[config.mk]
export PLATFORM = sky130hd
export DESIGN_NAME = ram_rw_tester
export DESIGN_NICKNAME = d
export VERILOG_FILES = /design/src/rtl/ram_rw_tester.sv
export SDC_FILE = /design/constraint.sdc
export NUM_CORES = 1
export LEC_CHECK = 0
export BUFFER_PORTS_ARGS = -buffer_cell sky130_fd_sc_hd__buf_2
export CORE_MARGIN = 2
export CORE_UTILIZATION = 47
export CTS_BUF_LIST = sky130_fd_sc_hd__clkbuf_16
export CTS_CLUSTER_SIZE = 10
export DETAILED_ROUTE_END_ITERATION = 10
export GPL_ROUTABILITY_DRIVEN = 0
export GPL_TIMING_DRIVEN = 0
export PLACE_DENSITY = 0.74
export SYNTH_ARGS = -nofsm -noshare
export SYNTH_HDL_FRONTEND = slang
export SYNTH_SLANG_ARGS = --single-unit
[constraint.sdc]
create_clock -name iSCLK -period 2.7 [get_ports iSCLK]
set_input_delay 0.405 -clock iSCLK [delete_from_list [all_inputs] [get_ports iSCLK]]
set_output_delay 0.405 -clock iSCLK [all_outputs]
set_load 0.01 [all_outputs]
[src/rtl/ram_rw_tester.sv]
// ram_rw_tester: multi-channel SRAM write / read-back self-tester behind the USI CSR bus.
// A RUN 0->1 edge sweeps every enabled channel: a full write pass with the selected
// data pattern, then a read pass whose data is compared L cycles after each issue.
// Optional feature macro: RAM_TESTER_ERRLOG_EN adds the first-failure address log
// (ERRADRS) and the saturating mismatch counter (ERRCNT); without it both read 0.
//
// CSR handshake: there is no valid/ready pair. A CSR write takes effect at every rising
// edge where op==01 and the block id matches; a CSR read returns on oSUsiRd exactly one
// cycle after op==00 with a matching block id is presented.
module ram_rw_tester #(
  parameter logic [3:0] pAdrsMap      = 4'h3,
  parameter int         pRamAdrsWidth = 5,
  parameter int         pRamDqWidth   = 16,
  parameter int         pRamChNum     = 2,
  parameter int         pRdLatency    = 1
) (
  input  logic                               iSCLK,
  input  logic                               inSRST,
  input  logic [31:0]                        iSUsiWd,
  input  logic [31:0]                        iSUsiAdrs,
  output logic [31:0]                        oSUsiRd,
  output logic [pRamAdrsWidth-1:0]           oRamAdrs,
  output logic [pRamDqWidth-1:0]             oRamWd,
  input  logic [pRamChNum*pRamDqWidth-1:0]   iRamRd,
  output logic                               oRamWe,
  output logic [pRamChNum-1:0]               oRamCe,
  output logic                               oTestErr,
  output logic                               oDone,
  output logic                               oBusy
);

  localparam int cW  = pRamDqWidth;
  localparam int cAW = pRamAdrsWidth;
  localparam int cN  = pRamChNum;
  localparam int cL  = pRdLatency;
  localparam int cXW = (cW > cAW) ? cW : cAW;
  localparam logic [cAW-1:0] cLastAdrs = '1;

  // Galois (right-shift) feedback masks of maximal-length polynomials, indexed by width.
  function automatic logic [31:0] tapsFor(input int w);
    case (w)
      4:       tapsFor = 32'h0000_0009;
      5:       tapsFor = 32'h0000_0012;
      6:       tapsFor = 32'h0000_0021;
      7:       tapsFor = 32'h0000_0041;
      8:       tapsFor = 32'h0000_00B8;
      9:       tapsFor = 32'h0000_0110;
      10:      tapsFor = 32'h0000_0240;
      11:      tapsFor = 32'h0000_0500;
      12:      tapsFor = 32'h0000_0829;
      13:      tapsFor = 32'h0000_100D;
      14:      tapsFor = 32'h0000_2015;
      15:      tapsFor = 32'h0000_4001;
      16:      tapsFor = 32'h0000_B400;
      17:      tapsFor = 32'h0001_0004;
      18:      tapsFor = 32'h0002_0040;
      19:      tapsFor = 32'h0004_0023;
      20:      tapsFor = 32'h0008_0004;
      21:      tapsFor = 32'h0010_0002;
      22:      tapsFor = 32'h0020_0001;
      23:      tapsFor = 32'h0040_0010;
      24:      tapsFor = 32'h0080_000D;
      25:      tapsFor = 32'h0100_0004;
      26:      tapsFor = 32'h0200_0023;
      27:      tapsFor = 32'h0400_0013;
      28:      tapsFor = 32'h0800_0004;
      29:      tapsFor = 32'h1000_0002;
      30:      tapsFor = 32'h2000_0029;
      31:      tapsFor = 32'h4000_0004;
      default: tapsFor = 32'h8020_0003;
    endcase
  endfunction

  localparam logic [31:0]   cTaps32 = tapsFor(cW);
  localparam logic [cW-1:0] cTaps   = cTaps32[cW-1:0];

  function automatic logic [cW-1:0] lfsrStep(input logic [cW-1:0] s);
    lfsrStep = s[0] ? ((s >> 1) ^ cTaps) : (s >> 1);
  endfunction

  // Pattern for one address. In LFSR mode this is only the first word (seed, 0 -> 1);
  // later LFSR words come from stepping the previous word.
  function automatic logic [cW-1:0] patFor(input logic [1:0] mode, input logic [cW-1:0] seed,
                                           input logic [cAW-1:0] adrs);
    logic [cXW-1:0] adrsExt;
    logic [32:0]    sum;
    adrsExt = cXW'(adrs);
    sum     = 33'(seed) + 33'(adrs);
    case (mode)
      2'd0:    patFor = seed + adrsExt[cW-1:0];
      2'd1:    patFor = (seed == '0) ? {{(cW-1){1'b0}}, 1'b1} : seed;
      2'd2:    patFor = {{(cW-1){1'b0}}, 1'b1} << (sum % 33'(cW));
      default: patFor = adrsExt[cW-1:0];
    endcase
  endfunction

  typedef enum logic [2:0] {sIdle, sSel, sWrite, sRead, sDrain, sNext, sDone} state_t;

  state_t          state;
  logic [cW-1:0]   seedReg, seedL;
  logic [1:0]      modeReg, modeL;
  logic [cN-1:0]   chMaskReg, chMaskL, visited, remaining, pickOh;
  logic            ctrlRun;
  logic [2:0]      curCh, pickCh, drainCnt;
  logic [cW-1:0]   patReg, patFirst, patNext, rdSel;
  logic [cAW-1:0]  nextAdrs;
  logic            vPipe   [cL];
  logic [cW-1:0]   expPipe [cL];
  logic [2:0]      chPipe  [cL];
  logic            mismatch;
  logic [31:0]     errAdrsRd, errCntRd;

  logic [1:0]  usiOp;
  logic [3:0]  usiBlk;
  logic [15:0] usiReg;
  logic        csrWr, csrRd, clrNow, runEdge;
  logic        unusedBits;

  assign usiOp   = iSUsiAdrs[31:30];
  assign usiBlk  = iSUsiAdrs[19:16];
  assign usiReg  = iSUsiAdrs[15:0];
  assign csrWr   = (usiBlk == pAdrsMap) && (usiOp == 2'b01);
  assign csrRd   = (usiBlk == pAdrsMap) && (usiOp == 2'b00);
  assign clrNow  = csrWr && (usiReg == 16'h0011) && iSUsiWd[1];
  assign runEdge = csrWr && (usiReg == 16'h0011) && iSUsiWd[0] && !ctrlRun;
  assign unusedBits = ^{iSUsiWd, iSUsiAdrs[29:20]};

  assign remaining = chMaskL & ~visited;
  assign nextAdrs  = oRamAdrs + 1'b1;
  assign patFirst  = patFor(modeL, seedL, '0);
  assign patNext   = (modeL == 2'd1) ? lfsrStep(patReg) : patFor(modeL, seedL, nextAdrs);

  // Lowest-numbered enabled channel not yet tested, as index and one-hot.
  always_comb begin
    pickCh = '0;
    pickOh = '0;
    for (int c = cN - 1; c >= 0; c--) begin
      if (remaining[c]) pickCh = 3'(c);
    end
    for (int c = 0; c < cN; c++) begin
      pickOh[c] = (remaining != '0) && (pickCh == 3'(c));
    end
  end

  // Read data of the channel whose compare is due this cycle.
  always_comb begin
    rdSel = '0;
    for (int c = 0; c < cN; c++) begin
      if (chPipe[cL-1] == 3'(c)) rdSel = iRamRd[c*cW +: cW];
    end
  end

  assign mismatch = vPipe[cL-1] && (rdSel != expPipe[cL-1]);

  // CSR write registers; CHMASK resets to all channels enabled.
  always_ff @(posedge iSCLK) begin
    if (!inSRST) begin
      seedReg   <= '0;
      modeReg   <= '0;
      chMaskReg <= '1;
      ctrlRun   <= 1'b0;
    end else if (csrWr) begin
      case (usiReg)
        16'h0010: seedReg   <= iSUsiWd[cW-1:0];
        16'h0011: ctrlRun   <= iSUsiWd[0];
        16'h0012: modeReg   <= iSUsiWd[1:0];
        16'h0013: chMaskReg <= iSUsiWd[cN-1:0];
        default: ;
      endcase
    end
  end

  // Expected data, channel and valid travel alongside each read issue for L cycles.
  always_ff @(posedge iSCLK) begin
    if (!inSRST) begin
      for (int i = 0; i < cL; i++) begin
        vPipe[i]   <= 1'b0;
        expPipe[i] <= '0;
        chPipe[i]  <= '0;
      end
    end else begin
      vPipe[0]   <= (state == sRead);
      expPipe[0] <= patReg;
      chPipe[0]  <= curCh;
      for (int i = 1; i < cL; i++) begin
        vPipe[i]   <= vPipe[i-1];
        expPipe[i] <= expPipe[i-1];
        chPipe[i]  <= chPipe[i-1];
      end
    end
  end

  // Test sequencer: SEL -> WRITE -> READ -> DRAIN -> NEXT per channel, then DONE.
  // SRAM outputs are registered and always describe the current state's access.
  always_ff @(posedge iSCLK) begin
    if (!inSRST) begin
      state    <= sIdle;
      seedL    <= '0;
      modeL    <= '0;
      chMaskL  <= '0;
      visited  <= '0;
      curCh    <= '0;
      drainCnt <= '0;
      patReg   <= '0;
      oRamAdrs <= '0;
      oRamWd   <= '0;
      oRamWe   <= 1'b0;
      oRamCe   <= '0;
      oTestErr <= 1'b0;
      oDone    <= 1'b0;
      oBusy    <= 1'b0;
    end else begin
      case (state)
        sIdle: begin
          if (runEdge) begin
            state   <= sSel;
            oBusy   <= 1'b1;
            seedL   <= seedReg;
            modeL   <= modeReg;
            chMaskL <= chMaskReg;
            visited <= '0;
          end
        end
        sSel: begin
          if (remaining != '0) begin
            state    <= sWrite;
            curCh    <= pickCh;
            visited  <= visited | pickOh;
            oRamCe   <= pickOh;
            oRamWe   <= 1'b1;
            oRamAdrs <= '0;
            patReg   <= patFirst;
            oRamWd   <= patFirst;
          end else begin
            // done is raised here so it is visible as soon as DONE is entered
            state <= sDone;
            oDone <= 1'b1;
            oBusy <= 1'b0;
          end
        end
        sWrite: begin
          if (oRamAdrs == cLastAdrs) begin
            // read pass replays the pattern from the first word
            state    <= sRead;
            oRamWe   <= 1'b0;
            oRamWd   <= '0;
            oRamAdrs <= '0;
            patReg   <= patFirst;
          end else begin
            oRamAdrs <= nextAdrs;
            patReg   <= patNext;
            oRamWd   <= patNext;
          end
        end
        sRead: begin
          if (oRamAdrs == cLastAdrs) begin
            state    <= sDrain;
            oRamCe   <= '0;
            oRamAdrs <= '0;
            drainCnt <= '0;
          end else begin
            oRamAdrs <= nextAdrs;
            patReg   <= patNext;
          end
        end
        sDrain: begin
          if (drainCnt == 3'(cL - 1)) state <= sNext;
          else drainCnt <= drainCnt + 1'b1;
        end
        sNext:   state <= sSel;
        sDone:   state <= sIdle;
        default: state <= sIdle;
      endcase
      if (mismatch) oTestErr <= 1'b1;
      // CLR overrides a same-cycle mismatch or completion
      if (clrNow) begin
        oTestErr <= 1'b0;
        oDone    <= 1'b0;
      end
    end
  end

`ifdef RAM_TESTER_ERRLOG_EN
  logic [cAW-1:0] adrsPipe [cL];
  logic [7:0]     errCh;
  logic [cAW-1:0] errAdrsReg;
  logic [15:0]    errCnt;
  logic           errLogged;

  // Address of each read issue, delayed to line up with its compare.
  always_ff @(posedge iSCLK) begin
    if (!inSRST) begin
      for (int i = 0; i < cL; i++) adrsPipe[i] <= '0;
    end else begin
      adrsPipe[0] <= oRamAdrs;
      for (int i = 1; i < cL; i++) adrsPipe[i] <= adrsPipe[i-1];
    end
  end

  // First-mismatch capture and saturating mismatch count, both cleared by CLR.
  always_ff @(posedge iSCLK) begin
    if (!inSRST || clrNow) begin
      errCh      <= '0;
      errAdrsReg <= '0;
      errCnt     <= '0;
      errLogged  <= 1'b0;
    end else if (mismatch) begin
      if (!errLogged) begin
        errCh      <= 8'(chPipe[cL-1]);
        errAdrsReg <= adrsPipe[cL-1];
        errLogged  <= 1'b1;
      end
      if (errCnt != 16'hFFFF) errCnt <= errCnt + 16'd1;
    end
  end

  assign errAdrsRd = 32'({errCh, errAdrsReg});
  assign errCntRd  = 32'(errCnt);
`else
  assign errAdrsRd = '0;
  assign errCntRd  = '0;
`endif

  // Registered CSR read data; idle or foreign cycles return 0.
  always_ff @(posedge iSCLK) begin
    if (!inSRST) begin
      oSUsiRd <= '0;
    end else if (csrRd) begin
      case (usiReg)
        16'h0020: oSUsiRd <= {29'd0, oBusy, oDone, oTestErr};
        16'h0021: oSUsiRd <= errAdrsRd;
        16'h0022: oSUsiRd <= errCntRd;
        default:  oSUsiRd <= '0;
      endcase
    end else begin
      oSUsiRd <= '0;
    end
  end

endmodule

# Word level (Yosys, flattened, before mapping)
# Memory sizes are Yosys's and may differ from the RTL's.
# Index checks and enable logic that the tools add are counted.
# word_totals
n_memories	3
ramBits	20
word_cells	156
reg_bits	127
romBits	0
inputBits	98
latch_bits	0
output_inout_bits	59
# mem_list
memory	words	word_bits	rd	rd_ports_with_merged_regs	wr	line_no	source
expPipe	1	16	1	0	1	108	logic [cW-1:0] expPipe [cL];
chPipe	1	3	1	0	1	109	logic [2:0] chPipe [cL];
vPipe	1	1	1	0	1	107	logic vPipe [cL];
# op_classes
shifts	2
magnitude_cmp	0
n_addsub	4
n_bitwise	6
eq_ne	26
n_mul	0
n_reduce_logical	47
n_div	0
mux	47
# ops
op	count
16-bit two-way mux	10
16-bit case mux with 3 select lines	2
16-bit by 5-bit equality test with 1-bit output (second input constant)	4
16-bit case mux with 2 select lines	2
1-bit by 4-bit left shift with 16-bit output (first input constant)	2
3-bit two-way mux	9
3-bit AND reduction	7
2-bit AND reduction	10
3-bit case mux with 6 select lines	1
16-bit by 5-bit adder with 16-bit output	1
16-bit by 6-bit equality test with 1-bit output (second input constant)	1
16-bit logical NOT	1
16-bit inequality test	1
16-bit OR reduction	1
2-bit inequality test (second input constant)	7
3-bit logical NOT	4
2-bit nonzero test	6
1-bit two-way mux	11
5-bit two-way mux	2
5-bit case mux with 2 select lines	1
3-bit by 1-bit equality test with 1-bit output (second input constant)	3
1-bit logical AND	9
2-bit two-way mux	4
2-bit case mux with 2 select lines	2
24 further kinds	31

# Longest topological paths before layout
# depth
depth_word	9
depth_mapped	10
depth_no_buf	10

# Least setup slack after synthesis
# No wires, ideal clock.
# synth_timing
kind	register -> register
start	reg oRamAdrs[0]
end	reg oRamWd[7]
t_arrival_ns	2.659
t_required_ns	2.641
setup_time_ns	0.059
stages_incl_launch_ff	11
path_slack_ns	-0.017
cell_sequence	dfxtp_1 > ha_1 > and3_1 > ha_1 > ha_1 > a21o_1 > and2_1 > o21ai_0 > xor2_1 > a2111oi_0 > o221a_2
# synth_between
elab_chain_cells	7
# synth_lines
element	line_no	source
from (decl)	22	output logic [pRamAdrsWidth-1:0] oRamAdrs,
from (signal assigned)	250	oRamAdrs <= nextAdrs;
from (signal assigned)	262	oRamAdrs <= nextAdrs;
parallel branches: the longest is 5 deep, another holds 16-bit by 5-bit adder with 16-bit output	n/a	
16-bit two-way mux (*)	242	if (oRamAdrs == cLastAdrs) begin
16-bit case mux with 2 select lines (*)	213	case (state)
to (signal assigned)	233	oRamWd <= patFirst;
to (signal assigned)	252	oRamWd <= patNext;
to (decl)	23	output logic [pRamDqWidth-1:0] oRamWd,
# Every way passes the cells marked *.
# A chain may end at the register's enable or synchronous reset.

# Final worst setup path
# layout_timing
start	reg oRamAdrs[0]
end	reg patReg[13]
# layout_between
elab_chain_cells	7
# layout_lines
element	line_no	source
parallel branches: the longest is 7 deep, another holds 16-bit by 5-bit adder with 16-bit output	n/a	
to (signal assigned)	232	patReg <= patFirst;
to (signal assigned)	251	patReg <= patNext;
to (signal assigned)	263	patReg <= patNext;
to (decl)	105	logic [cW-1:0] patReg, patFirst, patNext, rdSel;
# Parallel ways; which one is timed is not known. The select of a mux whose other input is x is not followed.

==> metrics.txt <==
status=finished with violations; failing checks=setup timing; post-synthesis sequential area ratio=a little over a third; core area=approximately 14000 um2; mapped cell area=about 6500 um2; Post-synth EDFFs=0; VDD IR max=roughly 0.32 mV; # diodes=0; max cap viols=0; final net count=between 1000 and 1500; Setup Viol. Count Final=1; Seq cells post-synth=114; largest net degree at the start of global routing=17; Yosys top cell area share=35.0%; Total Wirelength=a little under 20000 um; synth warn=0; vias=between 6000 and 7000; largest cells by area after synthesis=dfxtp_1 35%, mux2i_1 6.7%, nand2_1 4.7%; met2 WL=8380 um; overall power=4.30 mW; Reg clk slew, reported paths=roughly 0.060 ns; actual slew at the worst max-slew pin=between 0.7 and 0.8 ns; Tot GR Track Use=about a quarter; Die ar.=between 10000 and 15000 um2; total global routing overflow=0; RR Endpoint=patReg[13]; register-to-register path setup slack=-0.01 ns; cell area power density=525 nW/um2; final hold violation count=0; unrepaired setup endpoints after global routing=true; crit end category=flop; top cell type by total area after synthesis=dfxtp_1; Worst Hold Depth=3; Yosys cell types=between 80 and 90; Synth async-reset ratio=0%; worst flop-to-flop path startpoint=oRamAdrs[0]; f_max=around 370 MHz; crit path time final=2.71 ns; CTS tree=built; fin crit share=100%; Sink Count=between 100 and 150; clk buf depth=2; CP Class=flop to flop; Post-DRT Antenna Nets=0; clk_skew=0.0226 ns; routed vias/inst=5.72; Std-Cell Rows=43; initial drt markers=869; overall die height=122 um; relative slew slack=between 40 and 50%; HPWL after DPL=between 10000 and 15000 um; Hold EP=seedReg[13]; initial antenna violation count=0; worst skew pair latency=~0.44 ns; Static Leak=between 3 and 4 nW; drt first pass iters=6; # IOs=between 150 and 200; CTS HTree Levels=4; Most used DFF post-synth=dfxtp_1; CTS Root Cell=clkbuf_16; Synth Instances=786; met3 wire length=around 2200 um; synthesized area per cell=8.30 um2; Worst Path Arrival=approximately 3.0 ns; Synth-to-Final Area Change=25.4%; Routed wire per std cell=17.4 um; layout cell share with drive strength beyond 1=23.9%; Top Layer Used=met4; CP max FO=7; hold_sp=iSUsiWd[13]; WL met1=slightly below 8000 um; reg2reg path depth=10; HP Class=input port to flop; first-pass GRT wire length=approximately 30000 um; Residual DRC=0; Worst setup SP type=flop; Buffers on Ports=100; vias in the first global route=about 5800; final worst slack=-0.00998 ns; Die Wd=around 120 um; Initial Util=between 40% and 50%; Critical Path RT=roughly 3 ns; Place WS=-0.608 ns; Final Max Tran Viols=0; total CTS buffers=17
[report_power, final]
group          total, mW  switching [mW]  leakage (nW)  internal, mW
registers           1.72          0.0171         0.920          1.70
clock network       2.23           0.871         0.270          1.36
logic              0.345           0.199          1.92         0.146
total               4.30            1.09          3.11          3.21
[flip-flops by register name (all words and copies together) (netlist names), 3 cells and up]
register  flops
drainCnt      3
expPipe      16
oRamAdrs      5
oRamWd       16
oSUsiRd       3
patReg       16
seedL        16
seedReg      16
state         3
[how the worst max path moves through the flow]
stage	start	to	slack (ns)	cells after the start
after floorplan	oRamAdrs[0]	oRamWd[7]	0.001	10
after global routing	oRamAdrs[0]	patReg[5]	-0.04	10
final	oRamAdrs[0]	patReg[13]	-0.01	10
after CTS	oRamAdrs[0]	oRamWd[7]	-0.005	10
after detailed placement	oRamAdrs[0]	oRamWd[7]	-0.61	10
after global placement	oRamAdrs[0]	oRamWd[7]	-0.58	10
[cells in the final DEF (no fill, tap or decap), types with 6 or more instances in the layout]
cell type	synthesis	layout
clkbuf_1	32	32
nand3_1	35	32
inv_1	16	16
a31oi_1	7	7
a22oi_1	8	8
ha_1	11	6
mux2i_1	44	44
clkbuf_16	0	17
buf_2	8	108
nand4_1	9	9
o21ai_2	5	6
xnor2_1	20	18
nand2b_1	10	10
o21a_1	6	6
o21ai_1	17	20
o22ai_1	8	7
o211ai_1	8	8
nor3_1	16	16
o21ai_0	38	33
o221ai_1	6	6
a21oi_1	38	34
nor2b_1	29	29
conb_1	1	29
buf_4	30	31
nor2_1	45	45
and2_1	26	25
nor4_1	10	10
dfxtp_1	114	111
nand2_1	82	82
a21o_1	8	8
[synthesized netlist by cell type (all sizes together) (3+ instances only)]
master  number
inv         16
dfxtp      114
o21a         6
nand3       35
and3         5
a21o         8
nor2b       29
clkbuf      33
nor4        12
nand4       11
and4         3
nand4b       3
a211oi       3
nor3b        3
nand2b      10
nand3b       3
a32o         3
xor2         8
nor3        16
a21boi       5
a32oi        4
mux2i       44
xnor2       20
buf         45
o31ai        4
a31oi        7
o221ai       6
o32ai        3
a21oi       40
nand2       82
o21ai       60
or3          5
o211ai       8
ha          11
and2        26
a22oi        8
o22ai        8
nor2        45
[kinds of logic after synthesis]
| logic type | after synthesis | share of synthesized area (%) |
|---|---|---|
| AND/OR/NAND/NOR | 298 | 24.2 |
| AO/OA/AOI/OAI | 194 | 19.9 |
| flip-flops | 114 | 35.0 |
| buffers and inverters | 94 | 7.76 |
| multiplexers | 45 | 6.92 |
| XOR/XNOR | 28 | 3.76 |
| adder cells (fa/ha/maj) | 12 | 2.42 |
| other | 1 | 0.0575 |
[through the flow]
step | utilization, % | hold slack (ns) | TNS, ns | cells | cell area (um2)
after floorplan | - | 0.428 | 0 | 814 | 6630
after global placement | 53.6 | 0.437 | -8.26 | 1094 | 7360
after detailed placement | 53.6 | 0.443 | -8.09 | 1094 | 7360
after CTS | 58.5 | 0.223 | -0.00500 | 1126 | 8020
after global routing | 59.7 | 0.235 | -0.166 | 1127 | 8190
final | 59.7 | 0.221 | -0.00998 | 1127 | 8190
[worst max-delay path, stage by stage, from the launching register on]
cell      delay (ns)
dfxtp_4         0.37
ha_4            0.19
and3_4          0.21
ha_4            0.29
ha_4            0.31
nand3_4         0.10
a21o_1          0.26
a21oi_4         0.20
mux2i_1         0.28
o21a_1          0.23
o221ai_1        0.14
[routing by layer]
metal  global-route usage (%)  vias up
met3                     6.79      104
met2                     40.3      414
met1                     34.0     2859
met5                        0        -
met4                     16.6        0
li1                         -     3064
[layout make-up]
type | count | area, um2
Fill cell | 1232 | 5530
Clock buffer | 17 | 425
Clock inverter | 15 | 159
Sequential cell | 114 | 2290
Tap cell | 180 | 225
Buffer | 78 | 447
Inverter | 16 | 60.1
Timing Repair Buffer | 101 | 508
Multi-Input combinational cell | 606 | 4070
[what timing repair did]
item,in CTS,in global routing
buffers inserted,0,1
hold buffers,0,0
resized for setup,19,26
setup endpoints to repair,32,27
pin swaps,1,7
cloned,0,0
Note: power is estimated with default switching activity, not from simulation.
